$ cat config.mk
export PLATFORM = sky130hd
export DESIGN_NAME = grom8_cpu
export DESIGN_NICKNAME = d
export VERILOG_FILES = /design/src/rtl/grom8_cpu.sv
export SDC_FILE = /design/constraint.sdc
export NUM_CORES = 1
export LEC_CHECK = 0
export BUFFER_PORTS_ARGS = -buffer_cell sky130_fd_sc_hd__buf_4
export CELL_PAD_IN_SITES_DETAIL_PLACEMENT = 2
export CELL_PAD_IN_SITES_GLOBAL_PLACEMENT = 2
export CORE_MARGIN = 2
export CORE_UTILIZATION = 34
export CTS_CLUSTER_SIZE = 28
export DETAILED_ROUTE_END_ITERATION = 16
export PLACE_DENSITY_LB_ADDON = 0.2
export SLEW_MARGIN = 20
export SYNTH_ARGS = -nofsm -noshare
export SYNTH_HDL_FRONTEND = slang
export SYNTH_SLANG_ARGS = --single-unit
$ cat constraint.sdc
create_clock -name clk -period 4.08 [get_ports clk]
set_input_delay 0.816 -clock clk [delete_from_list [all_inputs] [get_ports clk]]
set_output_delay 0.816 -clock clk [all_outputs]
set_load 0.03 [all_outputs]
$ cat src/rtl/grom8_cpu.sv
// grom8_cpu: minimal 8-bit multi-cycle CPU with a 12-bit address space.
// Architectural state is R0-R3 (8 bit), PC and AR (12 bit), IR, IMM and the Z/C flags.
// Every bus output is a register, and each register is loaded with the value that the
// following state must present. Because of this, no combinational path runs from data_in
// to any output.
//
// Ports:
//   clk       system clock; all state updates on the rising edge
//   reset     synchronous, active-high reset
//   addr      memory / I/O address
//   data_in   read data from RAM or I/O, valid one cycle after addr
//   data_out  write data for STORE / OUT; holds the last written value
//   we        write strobe, one cycle per STORE / OUT
//   ioreq     marks the current bus cycle as I/O (IN / OUT)
//   hlt       high once HLT has executed; cleared only by reset
module grom8_cpu (
  input  logic        clk,
  input  logic        reset,
  output logic [11:0] addr,
  input  logic [7:0]  data_in,
  output logic [7:0]  data_out,
  output logic        we,
  output logic        ioreq,
  output logic        hlt
);

  localparam logic [2:0] StFetch  = 3'd0;
  localparam logic [2:0] StDecode = 3'd1;
  localparam logic [2:0] StFetch2 = 3'd2;
  localparam logic [2:0] StImm    = 3'd3;
  localparam logic [2:0] StExec   = 3'd4;
  localparam logic [2:0] StMemRd  = 3'd5;
  localparam logic [2:0] StHalt   = 3'd6;

  logic [2:0]  state_q, state_d;
  logic [11:0] pc_q, pc_d;
  logic [11:0] ar_q, ar_d;
  logic [11:0] addr_q, addr_d;
  logic [7:0]  ir_q, ir_d;
  logic [7:0]  imm_q, imm_d;
  logic [7:0]  dout_q, dout_d;
  logic        z_q, z_d;
  logic        c_q, c_d;
  logic        we_q, we_d;
  logic        io_q, io_d;
  logic        hlt_q, hlt_d;
  logic [7:0]  regs_q [4];
  logic [7:0]  regs_d [4];

  // Opcodes that carry a second byte (immediate, port or low address).
  function automatic logic is_two_byte(input logic [7:0] op);
    return (op[7:6] == 2'b11) || (op[7:2] == 6'b101010) ||
           (op[7:2] == 6'b101011) || (op[7:2] == 6'b101100);
  endfunction

  // ALU: bit 8 of alu_res is the carry/borrow out. For SHR it is the shifted-out bit.
  logic [7:0] opa, opb;
  logic [8:0] alu_res;
  logic [1:0] alu_dst;
  logic       is_alu;

  always_comb begin
    opa     = regs_q[ir_q[3:2]];
    opb     = regs_q[ir_q[1:0]];
    alu_dst = (ir_q[7:4] == 4'h9) ? ir_q[1:0] : ir_q[3:2];
    is_alu  = (ir_q[7] == 1'b0) || (ir_q[7:4] == 4'h8) || (ir_q[7:4] == 4'h9);
    alu_res = '0;
    case (ir_q[7:4])
      4'h0:       alu_res = {1'b0, opb};
      4'h1:       alu_res = {1'b0, opa} + {1'b0, opb};
      4'h2, 4'h8: alu_res = {1'b0, opa} - {1'b0, opb};
      4'h3:       alu_res = {1'b0, opa} + {1'b0, opb} + {8'h00, c_q};
      4'h4:       alu_res = {1'b0, opa} - {1'b0, opb} - {8'h00, c_q};
      4'h5:       alu_res = {1'b0, opa & opb};
      4'h6:       alu_res = {1'b0, opa | opb};
      4'h7:       alu_res = {1'b0, opa ^ opb};
      4'h9: begin
        case (ir_q[3:2])
          2'b00:   alu_res = {1'b0, opb} + 9'd1;
          2'b01:   alu_res = {1'b0, opb} - 9'd1;
          2'b10:   alu_res = {1'b0, ~opb};
          default: alu_res = {opb[0], 1'b0, opb[7:1]};
        endcase
      end
      default:    alu_res = '0;
    endcase
  end

  always_comb begin
    state_d = state_q;
    pc_d    = pc_q;
    ar_d    = ar_q;
    addr_d  = addr_q;
    ir_d    = ir_q;
    imm_d   = imm_q;
    dout_d  = dout_q;
    z_d     = z_q;
    c_d     = c_q;
    we_d    = 1'b0;
    io_d    = 1'b0;
    hlt_d   = hlt_q;
    regs_d  = regs_q;

    case (state_q)
      StFetch: state_d = StDecode;

      StDecode: begin
        ir_d = data_in;
        pc_d = pc_q + 12'd1;
        if (is_two_byte(data_in)) begin
          state_d = StFetch2;
          addr_d  = pc_q + 12'd1;
        end else begin
          state_d = StExec;
          // LOAD / STORE put AR on the bus during EXEC
          if (data_in[7:2] == 6'b101000) begin
            addr_d = ar_q;
          end else if (data_in[7:2] == 6'b101001) begin
            addr_d = ar_q;
            dout_d = regs_q[data_in[1:0]];
            we_d   = 1'b1;
          end
        end
      end

      StFetch2: state_d = StImm;

      StImm: begin
        imm_d   = data_in;
        pc_d    = pc_q + 12'd1;
        state_d = StExec;
        if (ir_q[7:2] == 6'b101010) begin
          addr_d = {4'h0, data_in};
          io_d   = 1'b1;
        end else if (ir_q[7:2] == 6'b101011) begin
          addr_d = {4'h0, data_in};
          io_d   = 1'b1;
          we_d   = 1'b1;
          dout_d = regs_q[ir_q[1:0]];
        end
      end

      StExec: begin
        state_d = StFetch;
        addr_d  = pc_q;
        if (is_alu) begin
          if (ir_q[7:4] != 4'h8) regs_d[alu_dst] = alu_res[7:0];
          if (ir_q[7:4] != 4'h0) begin
            z_d = (alu_res[7:0] == 8'h00);
            c_d = alu_res[8];
          end
        end else if (ir_q[7:6] == 2'b11) begin
          case (ir_q[5:4])
            2'b10: ar_d = {ir_q[3:0], imm_q};
            default: begin
              if ((ir_q[5:4] == 2'b00) || (ir_q[5:4] == 2'b01 && z_q) ||
                  (ir_q[5:4] == 2'b11 && c_q)) begin
                pc_d   = {ir_q[3:0], imm_q};
                addr_d = {ir_q[3:0], imm_q};
              end
            end
          endcase
        end else begin
          case (ir_q[5:2])
            4'b1000, 4'b1010: state_d = StMemRd;
            4'b1100:          regs_d[ir_q[1:0]] = imm_q;
            4'b1111: begin
              state_d = StHalt;
              hlt_d   = 1'b1;
            end
            default: ;
          endcase
        end
      end

      StMemRd: begin
        regs_d[ir_q[1:0]] = data_in;
        state_d           = StFetch;
      end

      StHalt: state_d = StHalt;

      default: state_d = StFetch;
    endcase
  end

  always_ff @(posedge clk) begin
    if (reset) begin
      state_q <= StFetch;
      pc_q    <= '0;
      ar_q    <= '0;
      addr_q  <= '0;
      ir_q    <= '0;
      imm_q   <= '0;
      dout_q  <= '0;
      z_q     <= 1'b0;
      c_q     <= 1'b0;
      we_q    <= 1'b0;
      io_q    <= 1'b0;
      hlt_q   <= 1'b0;
      for (int i = 0; i < 4; i++) regs_q[i] <= '0;
    end else begin
      state_q <= state_d;
      pc_q    <= pc_d;
      ar_q    <= ar_d;
      addr_q  <= addr_d;
      ir_q    <= ir_d;
      imm_q   <= imm_d;
      dout_q  <= dout_d;
      z_q     <= z_d;
      c_q     <= c_d;
      we_q    <= we_d;
      io_q    <= io_d;
      hlt_q   <= hlt_d;
      for (int i = 0; i < 4; i++) regs_q[i] <= regs_d[i];
    end
  end

  assign addr     = addr_q;
  assign data_out = dout_q;
  assign we       = we_q;
  assign ioreq    = io_q;
  assign hlt      = hlt_q;

endmodule

Yosys cells after proc, flatten, opt, wreduce, memory -nomap -nowiden
Index checks and enable logic that the tools add are counted.
Storage, ports and cells
  flip-flop bits (word level): 100
  input bits: 10
  output and inout port bits: 23
Cells by class
  $add $sub $neg: 7
  magnitude comparators: 6
  equality and inequality tests: 44
  mux-type cells: 53
  bitwise logic cells: 12
  reductions and logical operators: 31
Operators by type and width (number)
  two-way mux 32 bit: 4
  two-way mux 12 bit: 9
  two-way mux 8 bit: 13
  bitwise mux 32 bit: 3
  one-hot mux 9 bit (9 select lines): 1
  one-hot mux 32 bit (2 select lines): 1
  binary-select mux 8 bit (select 2 bit): 3
  equality test 6 bit, second input constant: 7
  one-hot mux 12 bit (3 select lines): 1
  demux 8 bit (select 2 bit): 2
  one-hot mux 9 bit (3 select lines): 1
  equality test 4 bit, second input constant: 6
  one-hot mux 12 bit (2 select lines): 1
  one-hot mux 3 bit (6 select lines): 1
  equality test 4 x 3 -> 1 bit, second input constant: 4
  one-hot mux 8 bit (2 select lines): 1
  adder 12 x 1 -> 12 bit, second input constant: 1
  >= comparator 3 bit, second input constant: 4
  != test 3 bit, second input constant: 4
  NOT 2 -> 3 bit: 4
  AND reduction 4 bit: 3
  equality test 2 bit, second input constant: 5
  != test 2 bit, second input constant: 5
  adder 8 x 1 -> 9 bit, second input constant: 1
  35 further kinds: 68

Logic depth before layout (Yosys ltp)
Gate-level depths: netlist of run 1.
  depth after elaboration: 11
  gate-level depth with buffers: 16
  depth with buffers taken out: 14

Least setup slack after synthesis of run 1
No wires, ideal clock.
  path kind: register to register
  start: reg ir_q[2]
  end: reg regs_q[14] (netlist name)
  arrival time: 3.975 ns
  data required time: 3.946 ns
  slack: -0.029 ns
  stages on the path, launching flop included: 16
  path buffers: 2
  period minus slack after synthesis: 4.109 ns
  cell sequence: dfxtp_1 -> clkbuf_1 -> clkbuf_1 -> mux4_2 -> inv_1 -> ha_1 -> fa_1 -> ha_1 -> nand2_1 -> a2111oi_0 -> o211ai_1 -> o31a_1 -> o31ai_1 -> o211ai_2 -> a22oi_1 -> a211oi_1
Between the ends
  cells in the longest elaborated chain, start to end: 11
RTL lines
  start: declaration: line 39  | logic [7:0] ir_q, ir_d;
  start signal: assignment: line 207  | ir_q <= ir_d;
  NOT 2 -> 3 bit (not written as such): line 63  | opa = regs_q[ir_q[3:2]];
  binary-select mux 8 bit (select 2 bit): line 63
  two-way mux 8 bit (not written as such) (2 in series): line 63
  subtractor 8 x 8 -> 9 bit / adder 8 x 8 -> 9 bit (equally long branches)
  subtractor 9 x 1 -> 9 bit / adder 9 x 1 -> 9 bit (equally long branches): line 73, 72
  one-hot mux 9 bit (9 select lines): line 68  | case (ir_q[7:4])
  bitwise mux 32 bit: line 147  | if (ir_q[7:4] != 4'h8) regs_d[alu_dst] = alu_res[7:0];
  two-way mux 32 bit: line 147
  two-way mux 32 bit: line 146  | if (is_alu) begin
  one-hot mux 32 bit (2 select lines): line 104  | case (state_q)
  end: declaration: line 47  | logic [7:0] regs_q [4];
Parallel ways exist; a longest one is shown, timed or not. The select of a mux whose other input is x is not followed.
A chain may end at the register's enable or synchronous reset.

Worst setup path in the final report of run 1
  start: reg ir_q[0]
  end: reg regs_q[23] (netlist name)
Between the ends
  cells in the longest elaborated chain, start to end: 11
RTL lines
  NOT 2 -> 3 bit (not written as such): line 64, 166, 177
  binary-select mux 8 bit (select 2 bit): line 64  | opb = regs_q[ir_q[1:0]];
  two-way mux 8 bit (not written as such) (2 in series): line 64
  subtractor 8 x 8 -> 9 bit (tied with other cells): line 71, 73
  subtractor 9 x 1 -> 9 bit (tied with other cells): line 73  | 4'h4: alu_res = {1'b0, opa} - {1'b0, opb} - {8'h00, c_q};
  one-hot mux 9 bit (9 select lines): line 68
  bitwise mux 32 bit: line 147
  two-way mux 32 bit: line 147
  two-way mux 32 bit: line 146
  one-hot mux 32 bit (2 select lines) (*): line 104
Mark *: on every way between the ends. The rest lies on a longest branch, timed or not. The select of a mux whose other input is x is not followed.

==> results.txt, run 1 <==
----------------------------------------------------
[Setup path]
  Worst-case reg-to-reg path depth ... 12
  Maximum single-stage delay on the critical path ... 650 ps
  Data arrival at the endpoint of the critical path ... 4190 ps
  Largest driver fanout on the critical path ... 5
  Required time at the endpoint of the critical path ... about 4300 ps
  Endpoint class of the critical path ... flop
  Reg-to-Reg End ... regs_q[23]$_SDFFE_PP0P_
  Crit path cell chain ... mux4_2 > inv_1 > ha_1 > or3_1 > a311oi_2 > o211ai_1 > nor4b_2 > o21ai_0 > nor3b_2 > buf_4 > o31ai_1 > a311oi_1
  Critical path startpoint category ... flop
  Reg2Reg Launch Point ... ir_q[0]$_SDFFE_PP0P_
  Master of the slowest instance on the critical path ... mux4_2
  Register-to-register setup slack ... 110 ps
  Kind of critical path ... flop to flop

[Placement]
  Post-detail-place hpwl ... 26.9 mm
  Number of port buffers ... 32
  Area of placed instances ... 8980 sq um
  Routability Congestion ... around 0.90

[Pwr]
  Power density of the placed cells ... 317 nW/um^2
  Int Power ... roughly 1.8 mW
  Worst IR drop on VDD ... around 0.2 mV
  Overall power ... between 2 and 3 mW
  Sequential fraction of design power ... 0.354
  Switch share ... 0.388
  Proportion of power drawn by combinational gates ... 0.346
  Switching power ... 1.15 mW
  Total leakage power ... 3.20 nW
  Part of the total power dissipated in the clock network ... 0.300

[Global route]
  Global routing usage summed across all routing layers ... 0.280
  Maximum number of pins on one net before global-route repair ... 61
  Number of global-route vias before repair ... 9356
  First-pass GRT wire length ... 55.7 mm
  Remaining global-route overflow ... 0
  Number of antenna violations at the first check in global routing ... 0

[Logic synthesis]
  Warning count from the yosys run ... 0
  Post-synthesis cell count ... between 1000 and 1500
  Cell area after synthesis ... 8210 sq um
  Yosys top cell area share ... 0.244
  Number of distinct library cells after synthesis ... 83
  Total nets after synthesis ... 1112
  Post-synthesis cell type with the largest combined area ... dfxtp_1
  Post-synth EDFFs ... 0
  Post-synthesis register bit count ... 100
  Share of synthesized area occupied by flip-flops and latches ... 0.244
  FFs w/ async S/R, synth ... 0
  Post-synth top flop ... dfxtp_1
  Synth area leaders ... dfxtp_1, mux4_2, nor2_1
  Post-Synthesis Mean Instance Area ... 7.73 sq um

[Final layout]
  Number of filler instances in the final layout ... 2772
  Most frequent cells in the layout ... nor2_1, nand2_1, dfxtp_1
  Area added between synthesis and finish ... 14.2%
  Final antenna diode count ... 0
  Post-layout nets ... ~1100
  Layout cells sized above 1 ... 0.159
  Most common cell after layout, fill and taps aside ... nor2_1
  Final design area excluding fillers ... around 9400 sq um

[STA]
  Max-slew violations ... 0
  Final worst-path cycle share ... 0.973
  Max Clock Freq ... 252 MHz
  Worst clock skew ... 17.1 ps
  Hold Violations, Final ... 0
  Setup repair after global routing missed its margin ... true
  Setup TNS ... 0 ps
  Final setup viols ... 0
  Transition time at the pin with the least slew margin ... around 960 ps
  Final critical path time including I/O delays and setup ... 3970 ps
  Rel. slew slack ... 0.358
  Worst hold slack ... 463 ps

[Routing]
  Wire length per cell ... 25.2 microns
  DRC violation count after routing ... 0
  Count of TritonRoute iterations in the first routing pass ... 5
  Starting DRT DRC Count ... 579
  Post-DRT Antenna Nets ... 0
  Detailed-route vias per instance ... 6.15
  Final WL ... approximately 36 mm
  Vias ... roughly 8700

[Floorplanning]
  Area enclosed by the die boundary ... around 25000 sq um
  Vertical die dimension ... 159 microns
  Core ar. ... 23600 sq um
  Effective utilization at floorplan ... 0.348
  Placement row count ... 56
  I/O pin count ... 33
  Floorplan die width ... about 160 microns

[Status]
  Status ... finished clean

[Clocking]
  CTS clk-pin slew, worst paths ... 80 ps
  H-Tree Depth ... 3
  Clock tree buffer depth ... 2
  Clock latency at the later pin of the worst-skew pair ... 370 ps
  Number of clock buffers inserted by TritonCTS ... 9
  TritonCTS clock tree ... yes
  Number of hold-repair buffers added at the cts stage ... 0
  Total number of clock tree sinks ... 100
  Root Buffer Master ... clkbuf_16

[Hold path]
  Hold WC Path Type ... flop to flop
  Hold Path Sink ... ar_q[6]$_SDFFE_PP0P_
  Critical hold path startpoint ... ar_q[6]$_SDFFE_PP0P_
  Hold Path Stages ... 2

[Flow run]
  MaxCap Viol Count ... 0

----------------------------------------------------
-- critical path: cells and delay by family (launching register included) --
family	cells	cell delay (ps)
DFF	1	460
muxes	1	650
adders and majority gates	1	320
AOI/OAI and AO/OA	5	1120
and+or+nand+nor	3	900
buffers and inverters	2	360
-- sequential cells by signal (all words and copies together) (netlist names), 3 cells and up --
signal / count
regs_q: 32
addr: 12
ar_q: 12
pc_q: 12
data_out: 8
imm_q: 8
ir_q: 8
state_q: 3
-- per-stage QoR --
| step | cells | util | setup slack [ps] |
|---|---|---|---|
| floorplan | 1063 | - | 131 |
| global placement | 1396 | 0.380 | -16.9 |
| detailed placement | 1396 | 0.380 | -118 |
| CTS | 1412 | 0.393 | 67.3 |
| global route | 1413 | 0.397 | -109 |
| finish | 1413 | 0.397 | 108 |
-- synth_stat cells, types with 4 or more instances --
library cell and instances:
a311oi_1 16, a21oi_1 75, xor2_1 9, o2111ai_1 6
a211oi_1 38, and2_1 7, nor2b_1 15, a2111oi_0 4
dfxtp_1 100, nor2_1 138, nor3_1 28, inv_1 38
nand2_1 126, or3_1 7, mux4_2 23, nor4_1 7
buf_4 6, xnor2_1 19, buf_2 12, o32ai_1 4
nand3_1 20, o21a_1 8, o211ai_1 10, a22oi_1 17
mux2_2 8, and3_1 6, ha_1 36, o22ai_1 7
nand2b_1 12, a221oi_1 6, or2_2 5, a32oi_1 9
o31ai_1 7, a31oi_1 10, mux2i_1 20, o21ai_0 57
nand3b_1 5, a22o_1 5, o31a_1 4, nor3b_1 5
clkbuf_1 52
-- cell type report --
cell class | instances | area (sq um) | area share
Inverter | 39 | 146 | 0.0156
Multi-Input combinational cell | 848 | 5830 | 0.622
Clock inverter | 7 | 68.8 | 0.00734
Clock buffer | 9 | 225 | 0.0240
Timing Repair Buffer | 91 | 708 | 0.0755
Tap cell | 319 | 399 | 0.0426
Sequential cell | 100 | 2000 | 0.213
-- routing by layer --
metal  global-route usage  wire length [microns]
met5                    0                      0
met4                0.109                   1360
met3               0.0349                   1600
met2                0.490                  17400
met1                0.351                  15200
-- cell families (layout without fill, tap and decap cells) --
group           Yosys count  count (layout)  synth area share
compound gates          320             320             0.266
xor+xnor                 29              29            0.0327
fa+ha+maj                39              39            0.0621
buf+inv                 115             146            0.0591
flops                   100             100             0.244
mux                      52              52             0.102
simple gates            408             408             0.235
-- power by group through the flow --
stage	registers, mW	logic, mW	clock network [mW]
floorplan	1.08	0.626	0
global placement	1.07	0.959	0
detailed placement	1.08	0.980	0
CTS	1.05	0.991	0.922
global route	1.06	1.11	0.944
finish	1.05	1.03	0.893
-- worst max path at each step --
stage,start,end,slack [ps],depth (start not counted)
floorplan,ir_q[3]$_SDFFE_PP0P_,regs_q[14]$_SDFFE_PP0P_,130,14
global placement,ir_q[1]$_SDFFE_PP0P_,regs_q[30]$_SDFFE_PP0P_,-20,15
detailed placement,ir_q[1]$_SDFFE_PP0P_,regs_q[22]$_SDFFE_PP0P_,-120,15
CTS,ir_q[0]$_SDFFE_PP0P_,regs_q[23]$_SDFFE_PP0P_,70,11
global route,ir_q[1]$_SDFFE_PP0P_,c_q$_SDFFE_PP0P_,-110,15
finish,ir_q[0]$_SDFFE_PP0P_,regs_q[23]$_SDFFE_PP0P_,110,12
-- what timing repair did --
action	4_1_cts	5_1_grt
endpoints found under the setup margin	7	15
resized for setup	3	18
pin swaps	0	9
hold endpoints to repair	0	0
setup buffers	0	1
No activity file was read; power rests on OpenSTA's default activity.
==> run 2, diff against run 1 <==
--- a/config.mk
+++ b/config.mk
@@ -8,6 +8,7 @@
 export BUFFER_PORTS_ARGS = -buffer_cell sky130_fd_sc_hd__buf_4
 export CELL_PAD_IN_SITES_DETAIL_PLACEMENT = 2
 export CELL_PAD_IN_SITES_GLOBAL_PLACEMENT = 2
+export CORE_ASPECT_RATIO = 0.6
 export CORE_MARGIN = 2
 export CORE_UTILIZATION = 34
 export CTS_CLUSTER_SIZE = 28
==> results.txt, run 2 (same netlist as run 1, synthesis figures left out) <==
----------------------------------------------------
[Status]
  Status ... finished clean

[STA]
  Rel. slew slack ... 0.310
  Final critical path time including I/O delays and setup ... 4000 ps
  Setup TNS ... 0 ps
  Transition time at the pin with the least slew margin ... roughly 1000 ps
  Hold Violations, Final ... 0
  Final setup viols ... 0
  Worst clock skew ... 14.7 ps
  Setup repair after global routing missed its margin ... true
  Max-slew violations ... 0
  Final worst-path cycle share ... 0.979
  Max Clock Freq ... 250 MHz

[Placement]
  Post-detail-place hpwl ... ~29 mm
  Area of placed instances ... 9180 sq um
  Routability Congestion ... 0.928
  Number of port buffers ... 32

[Final layout]
  Number of filler instances in the final layout ... around 2700
  Most common cell after layout, fill and taps aside ... nor2_1
  Largest Register ... regs_q
  Area added between synthesis and finish ... 17.2%
  Final antenna diode count ... 0
  Layout cells sized above 1 ... 0.187
  Flip-flop count of the largest register, all copies and words added ... 32
  Most frequent cells in the layout ... nor2_1, nand2_1, buf_4
  Final design area excluding fillers ... about 9600 sq um
  Final core utilization ... 0.411
  Post-layout nets ... ~1200

[Global route]
  Remaining global-route overflow ... 0
  Number of global-route vias before repair ... 9113
  Global routing usage summed across all routing layers ... 0.299
  Maximum number of pins on one net before global-route repair ... between 60 and 70
  Number of antenna violations at the first check in global routing ... 1
  First-pass GRT wire length ... 57.8 mm

[Clocking]
  H-Tree Depth ... 3
  Root Buffer Master ... clkbuf_16
  TritonCTS clock tree ... yes
  Number of clock buffers inserted by TritonCTS ... 9
  Clock latency at the later pin of the worst-skew pair ... 370 ps
  Total number of clock tree sinks ... 100
  CTS clk-pin slew, worst paths ... 80 ps
  Number of hold-repair buffers added at the cts stage ... 0
  Clock tree buffer depth ... 2

[Flow run]
  MaxCap Viol Count ... 0

[Floorplanning]
  Floorplan die width ... ~200 microns
  Area enclosed by the die boundary ... about 25000 sq um
  I/O pin count ... 33
  Placement row count ... 43
  Vertical die dimension ... 124 microns
  Effective utilization at floorplan ... 0.351
  Core ar. ... 23400 sq um

[Hold path]
  Critical hold path startpoint ... ar_q[11]$_SDFFE_PP0P_
  Hold Path Stages ... 2
  Hold Path Sink ... ar_q[11]$_SDFFE_PP0P_
  Hold WC Path Type ... flop to flop

[Pwr]
  Int Power ... 1.86 mW
  Sequential fraction of design power ... 0.346
  Switching power ... 1.20 mW
  Worst IR drop on VDD ... 0.168 mV
  Part of the total power dissipated in the clock network ... 0.288
  Total leakage power ... 3.35 nW
  Switch share ... 0.393
  Proportion of power drawn by combinational gates ... 0.366
  Power density of the placed cells ... 318 nW/um^2

[Routing]
  Count of TritonRoute iterations in the first routing pass ... 5
  Starting DRT DRC Count ... 768
  Final WL ... 38.2 mm
  Post-DRT Antenna Nets ... 0
  Detailed-route vias per instance ... 6.29
  Vias ... 9060
  DRC violation count after routing ... 0
  Wire length per cell ... 26.5 microns

[Setup path]
  Worst-case reg-to-reg path depth ... 14
  Reg-to-Reg End ... regs_q[6]$_SDFFE_PP0P_
  Endpoint class of the critical path ... flop
  Largest driver fanout on the critical path ... 8
  Kind of critical path ... flop to flop
  Reg2Reg Launch Point ... regs_q[1]$_SDFFE_PP0P_
  Register-to-register setup slack ... 80 ps
  Maximum single-stage delay on the critical path ... between 500 and 600 ps
  Most used cell, CP ... buf_4
  Critical path startpoint category ... flop
  Crit path cell chain ... mux4_2 > buf_4 > inv_1 > ha_1 > or3_1 > a311oi_2 > o211ai_1 > buf_4 > o41ai_2 > o31ai_1 > buf_4 > o211ai_4 > a22oi_1 > a211oi_2
  Data arrival at the endpoint of the critical path ... 4280 ps
  Master of the slowest instance on the critical path ... mux4_2
  Required time at the endpoint of the critical path ... roughly 4400 ps

----------------------------------------------------
[run 2: per-stage QoR]
stage / worst slack, ps / hold slack (ps) / power, mW / cells
after detailed placement: -83.4 / 454 / 2.11 / 1421
after global placement: 126 / 442 / 2.08 / 1421
final: 84.7 / 456 / 3.06 / 1441
after global routing: -93.2 / 472 / 3.20 / 1441
after floorplan: 131 / 432 / 1.71 / 1063
after CTS: 11.3 / 463 / 3.02 / 1438
[run 2: how the worst max path moves through the flow]
| stage | from | to |
|---|---|---|
| 6_report | regs_q[1]$_SDFFE_PP0P_ | regs_q[6]$_SDFFE_PP0P_ |
| 3_3_place_gp | ir_q[1]$_SDFFE_PP0P_ | regs_q[22]$_SDFFE_PP0P_ |
| 2_1_floorplan | ir_q[3]$_SDFFE_PP0P_ | regs_q[14]$_SDFFE_PP0P_ |
| 4_1_cts | ir_q[1]$_SDFFE_PP0P_ | regs_q[20]$_SDFFE_PP0P_ |
| 3_5_place_dp | ir_q[0]$_SDFFE_PP0P_ | regs_q[13]$_SDFFE_PP0P_ |
| 5_1_grt | ir_q[0]$_SDFFE_PP0P_ | regs_q[31]$_SDFFE_PP0P_ |
[run 2: cell type report]
class	count	area, sq um	area share
clock buffer	10	229	0.0238
clock inverter	6	57.6	0.00598
inverter	39	146	0.0152
multi-input combinational	848	5860	0.608
sequential	100	2010	0.209
tap	315	394	0.0409
timing repair buffer	123	936	0.0972
[run 2: power groups by stage]
stage	combinational, mW	clock, mW	sequential [mW]
2_1_floorplan	0.626	0	1.08
3_3_place_gp	1.00	0	1.08
3_5_place_dp	1.03	0	1.08
4_1_cts	1.06	0.904	1.06
5_1_grt	1.19	0.943	1.07
6_report	1.12	0.882	1.06
[run 2: what timing repair did]
action / 4_1_cts / 5_1_grt
gates resized for setup: 10 / 21
pin swaps: 1 / 7
setup buffers: 1 / 3
setup endpoints to repair: 12 / 18
[run 2: worst max-delay path, delay by kind of cell, from the launching register on]
kind | cells | cell delay, ps
buf+inv | 4 | 660
mux | 1 | 590
simple gates | 1 | 440
fa+ha+maj | 1 | 300
flops | 1 | 400
compound gates | 7 | 1500
[run 2: metal layers]
metal  GRT usage  part of all wire  vias up
li1            -                 -     4048
met1       0.463              0.50     4646
met2       0.406              0.40      325
met3      0.0761             0.084       41
met4      0.0588             0.014        0
met5           0                 0        -
==> run 3, diff against run 2 <==
--- a/config.mk
+++ b/config.mk
@@ -14,6 +14,7 @@
 export CTS_CLUSTER_SIZE = 28
 export DETAILED_ROUTE_END_ITERATION = 16
 export PLACE_DENSITY_LB_ADDON = 0.2
+export RECOVER_POWER = 100
 export SLEW_MARGIN = 20
 export SYNTH_ARGS = -nofsm -noshare
 export SYNTH_HDL_FRONTEND = slang
==> results.txt, run 3 (same netlist as run 1, synthesis figures left out) <==
----------------------------------------------------
[Placement]
  Post-detail-place hpwl ... 29.5 mm
  Post-Place Cells ... 1421
  Number of port buffers ... 32
  Area of placed instances ... 9180 sq um
  Routability Congestion ... 0.928

[Pwr]
  Int Power ... 1.84 mW
  Part of the total power dissipated in the clock network ... 0.290
  Switch share ... 0.395
  Worst IR drop on VDD ... 0.168 mV
  Power density of the placed cells ... 321 nW/um^2
  Switching power ... 1.21 mW
  Proportion of power drawn by combinational gates ... 0.363
  Sequential fraction of design power ... 0.348
  Total leakage power ... 3.21 nW

[Floorplanning]
  Area enclosed by the die boundary ... ~25000 sq um
  Vertical die dimension ... 124 microns
  Placement row count ... 43
  Floorplan die width ... just over 200 microns
  Effective utilization at floorplan ... 0.351
  Core ar. ... 23400 sq um
  I/O pin count ... 33

[Global route]
  Maximum number of pins on one net before global-route repair ... between 60 and 70
  Number of global-route vias before repair ... around 9100
  Number of antenna violations at the first check in global routing ... 1
  Remaining global-route overflow ... 0
  Global routing usage summed across all routing layers ... 0.299
  First-pass GRT wire length ... a little under 60 mm

[Clocking]
  Number of hold-repair buffers added at the cts stage ... 0
  Number of clock buffers inserted by TritonCTS ... 9
  Clock tree buffer depth ... 2
  CTS clk-pin slew, worst paths ... 80 ps
  H-Tree Depth ... 3
  TritonCTS clock tree ... yes
  Clock latency at the later pin of the worst-skew pair ... 370 ps
  Total number of clock tree sinks ... 100
  Root Buffer Master ... clkbuf_16

[Routing]
  DRC violation count after routing ... 0
  Post-DRT Antenna Nets ... 0
  Starting DRT DRC Count ... about 780
  Wire length per cell ... 26.5 microns
  Final WL ... between 30 and 40 mm
  Detailed-route vias per instance ... 6.25
  Count of TritonRoute iterations in the first routing pass ... 5
  Vias ... 9012

[Status]
  Status ... finished clean

[Setup path]
  Kind of critical path ... flop to flop
  Required time at the endpoint of the critical path ... 4370 ps
  Largest driver fanout on the critical path ... 8
  Endpoint class of the critical path ... flop
  Data arrival at the endpoint of the critical path ... 4280 ps
  Critical path startpoint category ... flop

[STA]
  Setup TNS ... 0 ps
  Final setup viols ... 0
  Hold Violations, Final ... 0
  Max Clock Freq ... 250 MHz
  Final worst-path cycle share ... 0.979
  Transition time at the pin with the least slew margin ... 1030 ps
  Worst clock skew ... 13.9 ps
  Max-slew violations ... 0
  Setup repair after global routing missed its margin ... true
  Rel. slew slack ... 0.304
  Final critical path time including I/O delays and setup ... between 3000 and 4000 ps

[Final layout]
  Flip-flop count of the largest register, all copies and words added ... 32
  Most frequent cells in the layout ... nor2_1, nand2_1, dfxtp_1
  Final antenna diode count ... 0
  Number of filler instances in the final layout ... about 2700
  Final Instance Count excl. Fillers ... around 1400
  Area added between synthesis and finish ... 15.6%
  Most common cell after layout, fill and taps aside ... nor2_1
  Layout cells sized above 1 ... 0.157
  Post-layout nets ... 1170
  Final design area excluding fillers ... 9500 sq um
  Largest Register ... regs_q

[Hold path]
  Hold WC Path Type ... flop to flop

[Flow run]
  MaxCap Viol Count ... 0

----------------------------------------------------
==> run 3: critical path, cell delays in order, from the launching register on <==
cell and delay (ps):
dfxtp_4 390, mux4_2 590, buf_4 220, inv_1 90
ha_1 300, or3_1 440, a311oi_2 310, o211ai_1 180
buf_4 170, o41ai_2 320, o31ai_1 130, buf_4 180
o211ai_4 150, a22oi_1 180, a211oi_2 230
==> run 3: worst paths after layout <==
path	startpoint	to	slack, ps	cells past startpoint
max	ir_q[0]$_SDFFE_PP0P_	regs_q[6]$_SDFFE_PP0P_	90	14
min reg2reg	ar_q[11]$_SDFFE_PP0P_	ar_q[11]$_SDFFE_PP0P_	460	2
max reg2reg	ir_q[0]$_SDFFE_PP0P_	regs_q[6]$_SDFFE_PP0P_	90	14
min	ar_q[11]$_SDFFE_PP0P_	ar_q[11]$_SDFFE_PP0P_	460	2
==> run 3: final cells by class <==
class / count / area (sq um) / area share
multi-input combinational: 848 / 5860 / 0.617
sequential: 100 / 2010 / 0.211
timing repair buffer: 123 / 808 / 0.0851
tap: 315 / 394 / 0.0415
clock buffer: 10 / 229 / 0.0241
inverter: 39 / 146 / 0.0154
clock inverter: 6 / 57.6 / 0.00606
==> run 3: routing by layer <==
metal  vias to the layer above  GRT usage  routed length, microns
met1                      4632      0.463                   19200
met2                       306      0.406                   15300
met5                         -          0                       0
li1                       4043          -                       -
met4                         0     0.0588                     526
met3                        31     0.0761                    3190
==> run 3: repair_timing <==
item,CTS,global route
buffers inserted,1,3
pin swaps,1,7
resized for setup,10,21
setup endpoints to repair,12,18
==> run 3: through the flow <==
stage / total power, mW / utilization / hold WS (ps) / setup slack [ps]
after floorplan: 1.71 / - / 432 / 131
after global placement: 2.08 / 0.392 / 442 / 126
after detailed placement: 2.11 / 0.392 / 454 / -83.4
after CTS: 3.02 / 0.407 / 463 / 11.3
after global routing: 3.19 / 0.406 / 472 / -93.2
final: 3.05 / 0.406 / 456 / 87.2
==> run 3: power groups by stage <==
stage	Combinational (mW)	Sequential (mW)	Clock, mW
5_1_grt	1.18	1.07	0.943
3_3_place_gp	1.00	1.08	0
3_5_place_dp	1.03	1.08	0
4_1_cts	1.06	1.06	0.904
2_1_floorplan	0.626	1.08	0
6_report	1.11	1.06	0.883
